**config.mk**
```make
export PLATFORM = sky130hd
export DESIGN_NAME = seq_divider_flat
export DESIGN_NICKNAME = d
export VERILOG_FILES = /design/src/rtl/div_pkg.sv /design/src/rtl/seq_divider_if.sv /design/src/rtl/twos_negate.sv /design/src/rtl/seq_divider.sv /design/src/flat_wrapper.sv
export SDC_FILE = /design/constraint.sdc
export NUM_CORES = 1
export LEC_CHECK = 0
export ABC_AREA = 1
export BUFFER_PORTS_ARGS = -buffer_cell sky130_fd_sc_hd__buf_2
export CORE_UTILIZATION = 50
export CTS_BUF_LIST = sky130_fd_sc_hd__clkbuf_2
export DETAILED_ROUTE_END_ITERATION = 10
export PLACE_DENSITY = 0.76
export SKIP_CTS_REPAIR_TIMING = 1
export SLEW_MARGIN = 5
export SYNTH_ARGS = -nofsm -noshare
export SYNTH_HDL_FRONTEND = slang
export SYNTH_SLANG_ARGS = --single-unit
```
**constraint.sdc**
```tcl
create_clock -name clock -period 2.8 [get_ports clock]
set_clock_uncertainty 0.1 [all_clocks]
set_input_delay 0.14 -clock clock [delete_from_list [all_inputs] [get_ports clock]]
set_output_delay 0.14 -clock clock [all_outputs]
set_load 0.05 [all_outputs]
```
**src/rtl/div_pkg.sv**
```systemverilog
// Shared constants and state encoding for the iterative signed divider.
package div_pkg;

    localparam int DIV_WIDTH = 32;
    localparam int DIV_STEPS = 32;
    localparam int DIV_CNT_W = $clog2(DIV_STEPS);

    typedef enum logic [1:0] {
        IDLE = 2'd0,
        RUN  = 2'd1,
        FIX  = 2'd2,
        DONE = 2'd3
    } div_state_e;

endpackage

```
**src/rtl/seq_divider_if.sv**
```systemverilog
// Request/result bundle between the execute stage and the sequential divider.
interface seq_divider_if;
    import div_pkg::*;

    logic                 start;
    logic [DIV_WIDTH-1:0] dividend;
    logic [DIV_WIDTH-1:0] divisor;
    logic [DIV_WIDTH-1:0] quotient;
    logic [DIV_WIDTH-1:0] remainder;
    logic                 ready;
    logic                 exception;
    logic                 busy;

    modport master (
        output start, dividend, divisor,
        input  quotient, remainder, ready, exception, busy
    );

    modport slave (
        input  start, dividend, divisor,
        output quotient, remainder, ready, exception, busy
    );

endinterface

```
**src/rtl/twos_negate.sv**
```systemverilog
// Two's-complement negation: invert, then add one.
module twos_negate #(
    parameter int WIDTH = 32
) (
    input  logic [WIDTH-1:0] a,
    output logic [WIDTH-1:0] y
);

    logic [WIDTH-1:0] inv;

    assign inv = ~a;
    assign y   = inv + {{(WIDTH-1){1'b0}}, 1'b1};

endmodule

```
**src/rtl/seq_divider.sv**
```systemverilog
// Restoring signed divider: one quotient bit per cycle on operand magnitudes,
// then a sign-fix cycle before the result is published with a one-cycle ready.
module seq_divider
    import div_pkg::*;
#(
    parameter int WIDTH = DIV_WIDTH
) (
    input logic          clock,
    input logic          reset_n,
    seq_divider_if.slave bus
);

    div_state_e           state;
    logic [DIV_CNT_W-1:0] count;
    logic                 neg_q;
    logic                 neg_r;
    logic                 zero;
    logic [WIDTH-1:0]     rem;
    logic [WIDTH-1:0]     quo;
    logic [WIDTH-1:0]     dvs;
    logic [WIDTH-1:0]     q_res;
    logic [WIDTH-1:0]     r_res;
    logic [WIDTH-1:0]     quotient_r;
    logic [WIDTH-1:0]     remainder_r;
    logic                 ready_r;
    logic                 exception_r;
    logic                 busy_r;

    logic [WIDTH-1:0]     neg_dividend;
    logic [WIDTH-1:0]     shared_in;
    logic [WIDTH-1:0]     neg_shared;
    logic [WIDTH-1:0]     neg_rem;
    logic [WIDTH-1:0]     dividend_mag;
    logic [WIDTH-1:0]     divisor_mag;
    logic [WIDTH-1:0]     rem_shift;
    logic [WIDTH:0]       trial;

    twos_negate #(.WIDTH(WIDTH)) u_neg_op (.a(bus.dividend), .y(neg_dividend));

    // The quotient fixer is idle whenever a request is accepted, so it doubles as the
    // divisor negator; an accepted start discards any FIX in flight anyway.
    assign shared_in = bus.start ? bus.divisor : quo;

    twos_negate #(.WIDTH(WIDTH)) u_neg_q (.a(shared_in), .y(neg_shared));
    twos_negate #(.WIDTH(WIDTH)) u_neg_r (.a(rem), .y(neg_rem));

    assign dividend_mag = bus.dividend[WIDTH-1] ? neg_dividend : bus.dividend;
    assign divisor_mag  = bus.divisor[WIDTH-1] ? neg_shared : bus.divisor;

    // Trial subtract as an add of the inverted divisor; bit WIDTH is the no-borrow carry.
    assign rem_shift = {rem[WIDTH-2:0], quo[WIDTH-1]};
    assign trial     = {1'b0, rem_shift} + {1'b0, ~dvs} + {{WIDTH{1'b0}}, 1'b1};

    always_ff @(posedge clock or negedge reset_n) begin
        if (!reset_n) begin
            state       <= IDLE;
            count       <= '0;
            neg_q       <= 1'b0;
            neg_r       <= 1'b0;
            zero        <= 1'b0;
            rem         <= '0;
            quo         <= '0;
            dvs         <= '0;
            q_res       <= '0;
            r_res       <= '0;
            quotient_r  <= '0;
            remainder_r <= '0;
            ready_r     <= 1'b0;
            exception_r <= 1'b0;
            busy_r      <= 1'b0;
        end else begin
            ready_r <= 1'b0;
            if (bus.start) begin
                neg_q  <= bus.dividend[WIDTH-1] ^ bus.divisor[WIDTH-1];
                neg_r  <= bus.dividend[WIDTH-1];
                quo    <= dividend_mag;
                dvs    <= divisor_mag;
                rem    <= '0;
                count  <= '0;
                q_res  <= '0;
                r_res  <= '0;
                zero   <= (bus.divisor == '0);
                busy_r <= 1'b1;
                state  <= (bus.divisor == '0) ? DONE : RUN;
            end else begin
                case (state)
                    IDLE: begin
                    end
                    RUN: begin
                        rem   <= trial[WIDTH] ? trial[WIDTH-1:0] : rem_shift;
                        quo   <= {quo[WIDTH-2:0], trial[WIDTH]};
                        count <= count + DIV_CNT_W'(1);
                        if (count == DIV_CNT_W'(DIV_STEPS - 1)) begin
                            state <= FIX;
                        end
                    end
                    FIX: begin
                        q_res <= neg_q ? neg_shared : quo;
                        r_res <= neg_r ? neg_rem : rem;
                        state <= DONE;
                    end
                    DONE: begin
                        quotient_r  <= q_res;
                        remainder_r <= r_res;
                        exception_r <= zero;
                        ready_r     <= 1'b1;
                        busy_r      <= 1'b0;
                        state       <= IDLE;
                    end
                    default: state <= IDLE;
                endcase
            end
        end
    end

    assign bus.quotient  = quotient_r;
    assign bus.remainder = remainder_r;
    assign bus.ready     = ready_r;
    assign bus.exception = exception_r;
    assign bus.busy      = busy_r;

endmodule

```
**src/flat_wrapper.sv**
```systemverilog
// flat-port wrapper written by rule: the top's interface ports become plain ports
module seq_divider_flat import div_pkg::*;
#(
    parameter int WIDTH = DIV_WIDTH
)
  (clock, reset_n, bus_start, bus_dividend, bus_divisor, bus_quotient, bus_remainder, bus_ready, bus_exception, bus_busy);
  seq_divider_if bus_i ();
  input logic clock;
  input logic reset_n;
  input wire logic [$bits(bus_i.start)-1:0] bus_start;
  input wire logic [$bits(bus_i.dividend)-1:0] bus_dividend;
  input wire logic [$bits(bus_i.divisor)-1:0] bus_divisor;
  output wire logic [$bits(bus_i.quotient)-1:0] bus_quotient;
  output wire logic [$bits(bus_i.remainder)-1:0] bus_remainder;
  output wire logic [$bits(bus_i.ready)-1:0] bus_ready;
  output wire logic [$bits(bus_i.exception)-1:0] bus_exception;
  output wire logic [$bits(bus_i.busy)-1:0] bus_busy;
  assign bus_i.start = bus_start;
  assign bus_i.dividend = bus_dividend;
  assign bus_i.divisor = bus_divisor;
  assign bus_quotient = bus_i.quotient;
  assign bus_remainder = bus_i.remainder;
  assign bus_ready = bus_i.ready;
  assign bus_exception = bus_i.exception;
  assign bus_busy = bus_i.busy;
  seq_divider #(.WIDTH(WIDTH)) u_core (.clock(clock), .reset_n(reset_n), .bus(bus_i));
endmodule
```
==> flow_summary_export.csv <==
group,metric,value,unit
logic_synthesis,synthCells,2452,
worst_setup_path,crit_path_max_incr_delay,0.48,ns
worst_setup_path,worstPathArrival,3.46,ns
grt,overflow,0,
worst_hold_path,hold_path.class,"input pin to register",
final_layout,finalNetCount,2913,
logic_synthesis,ys_async_sr_fraction,100.0,%
routing,highest_layer,"met4",
logic_synthesis,synth_area_leaders,"dfrtp_1 37%, nand2_1 20%, inv_1 8.4%",
logic_synthesis,synth_area_per_cell,6.549,um^2
grt,antenna_found_initial,1,
worst_setup_path,critPathLaunch,"u_core.dvs[27]$_DFFE_PN0P_",
placement,dp.cells,2957,
sta,setup_violations,0,
placement,gp_congestion,1.011,
cts,cts_buffers,61,
logic_synthesis,synth_top_area_cell,"dfrtp_1",
routing,avgViaCountPerCell,5.481,
cts,clock_latency,0.97,ns
floorplanning,core-area,31560,um^2
power,p_int,6.448,mW
sta,relSlewSlack,55.02,%
logic_synthesis,ys.flop_type,"dfrtp_1",
routing,wl_per_cell,17.87,um
logic_synthesis,synth_edf_count,0,
placement,place_hpwl,42470,um
logic_synthesis,syn-num-nets,2562,
logic_synthesis,synth_warnings,0,
routing,dr.pass1.iters,6,
floorplanning,die_y,181.2,um
logic_synthesis,seq_area_frac_synth,36.93,%
routing,route.detailed.drc,0,
routing,route.vias.total,17840,
logic_synthesis,ys_seq_elements,237,
logic_synthesis,synthesis.area,16060,um^2
run_status,status,"complete, no violations",
routing,drt_wl_total,58160,um
floorplanning,dieWidth,181.2,um
cts,clk_pin_slew,0.11,ns
placement,port_buffers,133,
worst_setup_path,rrSetupSlack,0.07,ns
cts,cts_tree,"done",
grt,grt_start_max_net_pins,102,
power,switching_power,5.455,mW
power,share_comb_of_total_power,42.7,%
worst_setup_path,cp_max_fo,19,
sta,max_freq,366.8,MHz
placement,place_area,17310,um^2
floorplanning,ios,134,
logic_synthesis,synth.most_common_cell,"nand2_1",
routing,dr_wl_met3,6422,um
cts,cts_max_path_buffers,3,
routing,antenna_left,0,
grt,grt_pass1_wl,86410,um
sta,drv_slew,0,
power,powerDensity,602.3,nW/um^2
logic_synthesis,synth_common_cells,"864 x nand2_1, 361 x inv_1, 237 x dfrtp_1",
logic_synthesis,ys_types,43,
power,leakage,10.83,nW
sta,fin_setup_tns,0,ns
final_layout,final_area,19760,um^2
routing,wl_met1,25930,um
power,power_frac_seq,37.2,%
job,max_cap_viol_count,0,
power,swShare,45.83,%
sta,hold_viol_final,0,
worst_setup_path,setup.worst_path.end_class,"register",
sta,worst_pin_slew,0.6686,ns
grt,grt_pass1_vias,15520,
routing,wl_met2,23360,um
worst_setup_path,r2r_cells,13,
floorplanning,fp-row-count,65,
worst_setup_path,worstPathCellList,"inv_1 -> ha_1 -> nand2_1 -> nor2_1 -> inv_1 -> nor3_2 -> and2_1 -> nand2_1 -> nand2_2 -> buf_6 -> nand3_1 -> nand3_1 -> nand2_1",
worst_setup_path,cp_slowest_cell,"dfrtp_1",
floorplanning,die_area,32840,um^2
worst_setup_path,r2r_start,"u_core.dvs[27]$_DFFE_PN0P_",
routing,drt_iter0_drc,2045,
logic_synthesis,netlist.area_leader.share,36.93,%
cts,cts-root-buf,"clkbuf_2",
final_layout,layout-drive-gt1-share,12.20,%
worst_setup_path,path_class,"register to register",
power,pwr-share-clk,20.1,%
cts,h-tree-depth,2,
floorplanning,start_util,50.89,%
power,peakVddDrop,401.9,uV
final_layout,nFillCells,2915,
cts,cts_sinks,237,
worst_setup_path,cp_common_cell,"nand2_1",
worst_setup_path,crit_path_end,"u_core.rem[17]$_DFFE_PN0P_",
worst_setup_path,r2r-end,"u_core.rem[17]$_DFFE_PN0P_",
worst_setup_path,required,3.54,ns
final_layout,area_delta_synth_final,23.06,%
worst_setup_path,startpoint_type,"register",
sta,timing.final.crit_share,97.38,%
sta,period_minus_slack,2.727,ns
final_layout,finalNonFillerCells,3255,
grt,grt_usage,33.84,%
==> logic make-up after synthesis <==
family                   after synthesis  synth area share, %
flip-flops                           237                36.93
AO/OA/AOI/OAI                        309                10.72
buffers and inverters                457                11.21
XOR/XNOR                              42                2.291
adder cells (fa/ha/maj)               43                3.397
AND/OR/NAND/NOR                     1364                35.45
==> cells in the final DEF, fill, tap and decap left out, drive strengths merged <==
master       Yosys  routed
dfrtp          237     237
buf             36     188
o21bai          11      11
o221ai          12      12
xnor2           14      14
nand3          205     205
o31ai            1       1
a22oi            2       2
nand2          870     870
diode            0       1
nor4             7       7
inv            371     371
nand4           28      28
nand3b           9       9
o22ai           31      31
clkinv           2      25
o32ai            3       3
nor2           212     212
o211ai           8       8
xor2            28      28
or2              2       2
fa               1       1
a31oi            2       2
a21oi           75      75
a21o             1       1
ha              42      42
and2             4       4
a22o             2       2
o21a             2       2
dlygate4sd3      0     184
o21ai          159     159
and3             1       1
clkbuf          48      89
nor3            26      26
==> layer usage <==
metal / global-route usage [%] / vias to the layer above
met2: 46.58 / 1023
met5: 0 / -
met4: 11.49 / 0
met1: 52.20 / 8140
met3: 6.410 / 199
li1: - / 8478
==> stage by stage <==
stage                     total power [mW]  util (%)  hold slack (ns)  setup slack [ns]
final                                11.90     62.63          0.02900           0.07340
after global routing                 12.56     62.63          0.03350          -0.03264
after CTS                            11.47     56.62          -0.9850          0.008452
after detailed placement             9.093     54.87          0.05166           0.06395
after global placement               9.037     54.87          0.04400           0.08117
after floorplan                      7.553         -          -0.2556            0.4998
==> critical path: cells and delay by family (launching register included) <==
| kind | cells | cell delay [ns] |
|---|---|---|
| flip-flops | 1 | 0.48 |
| adder cells (fa/ha/maj) | 1 | 0.37 |
| AND/OR/NAND/NOR | 9 | 1.26 |
| buffers and inverters | 3 | 0.37 |
==> flip-flops by register name, indices dropped and copies added (netlist names), 2 cells and up <==
name,flops
u_core.count,5
u_core.q_res,32
u_core.quo,32
u_core.rem,32
u_core.state,2
u_core.bus.quotient,32
u_core.r_res,32
u_core.bus.remainder,32
u_core.dvs,32
==> power groups by stage <==
stage          Sequential (mW)  Clock, mW  Combinational [mW]
6_report                  4.42       2.39                5.09
5_1_grt                   4.49       2.59                5.48
4_1_cts                   4.41       2.42                4.64
3_5_place_dp              4.47          0                4.62
3_3_place_gp              4.45          0                4.58
2_1_floorplan             5.19          0                2.37
==> area by class of cell <==
class	count	area, um^2	area share [%]
inverter	373	1400	7.085
clock inverter	23	108.9	0.5508
sequential	237	5936	30.03
antenna	1	2.502	0.01266
timing repair buffer	372	3017	15.26
tap	402	503.0	2.545
multi-input combinational	1758	8351	42.25
clock buffer	89	445.4	2.254
==> worst min path at each step <==
| stage | startpoint | to | depth (start not counted) |
|---|---|---|---|
| floorplan | reset_n | u_core.bus.busy$_DFFE_PN0N_ | 0 |
| global placement | reset_n | u_core.bus.remainder[26]$_DFFE_PN0P_ | 1 |
| detailed placement | reset_n | u_core.bus.remainder[23]$_DFFE_PN0P_ | 1 |
| CTS | reset_n | u_core.r_res[27]$_DFFE_PN0P_ | 1 |
| global route | bus_dividend[20] | u_core.quo[20]$_DFFE_PN0P_ | 5 |
| finish | bus_dividend[20] | u_core.quo[20]$_DFFE_PN0P_ | 5 |
Power figures use the tool's default switching activity.
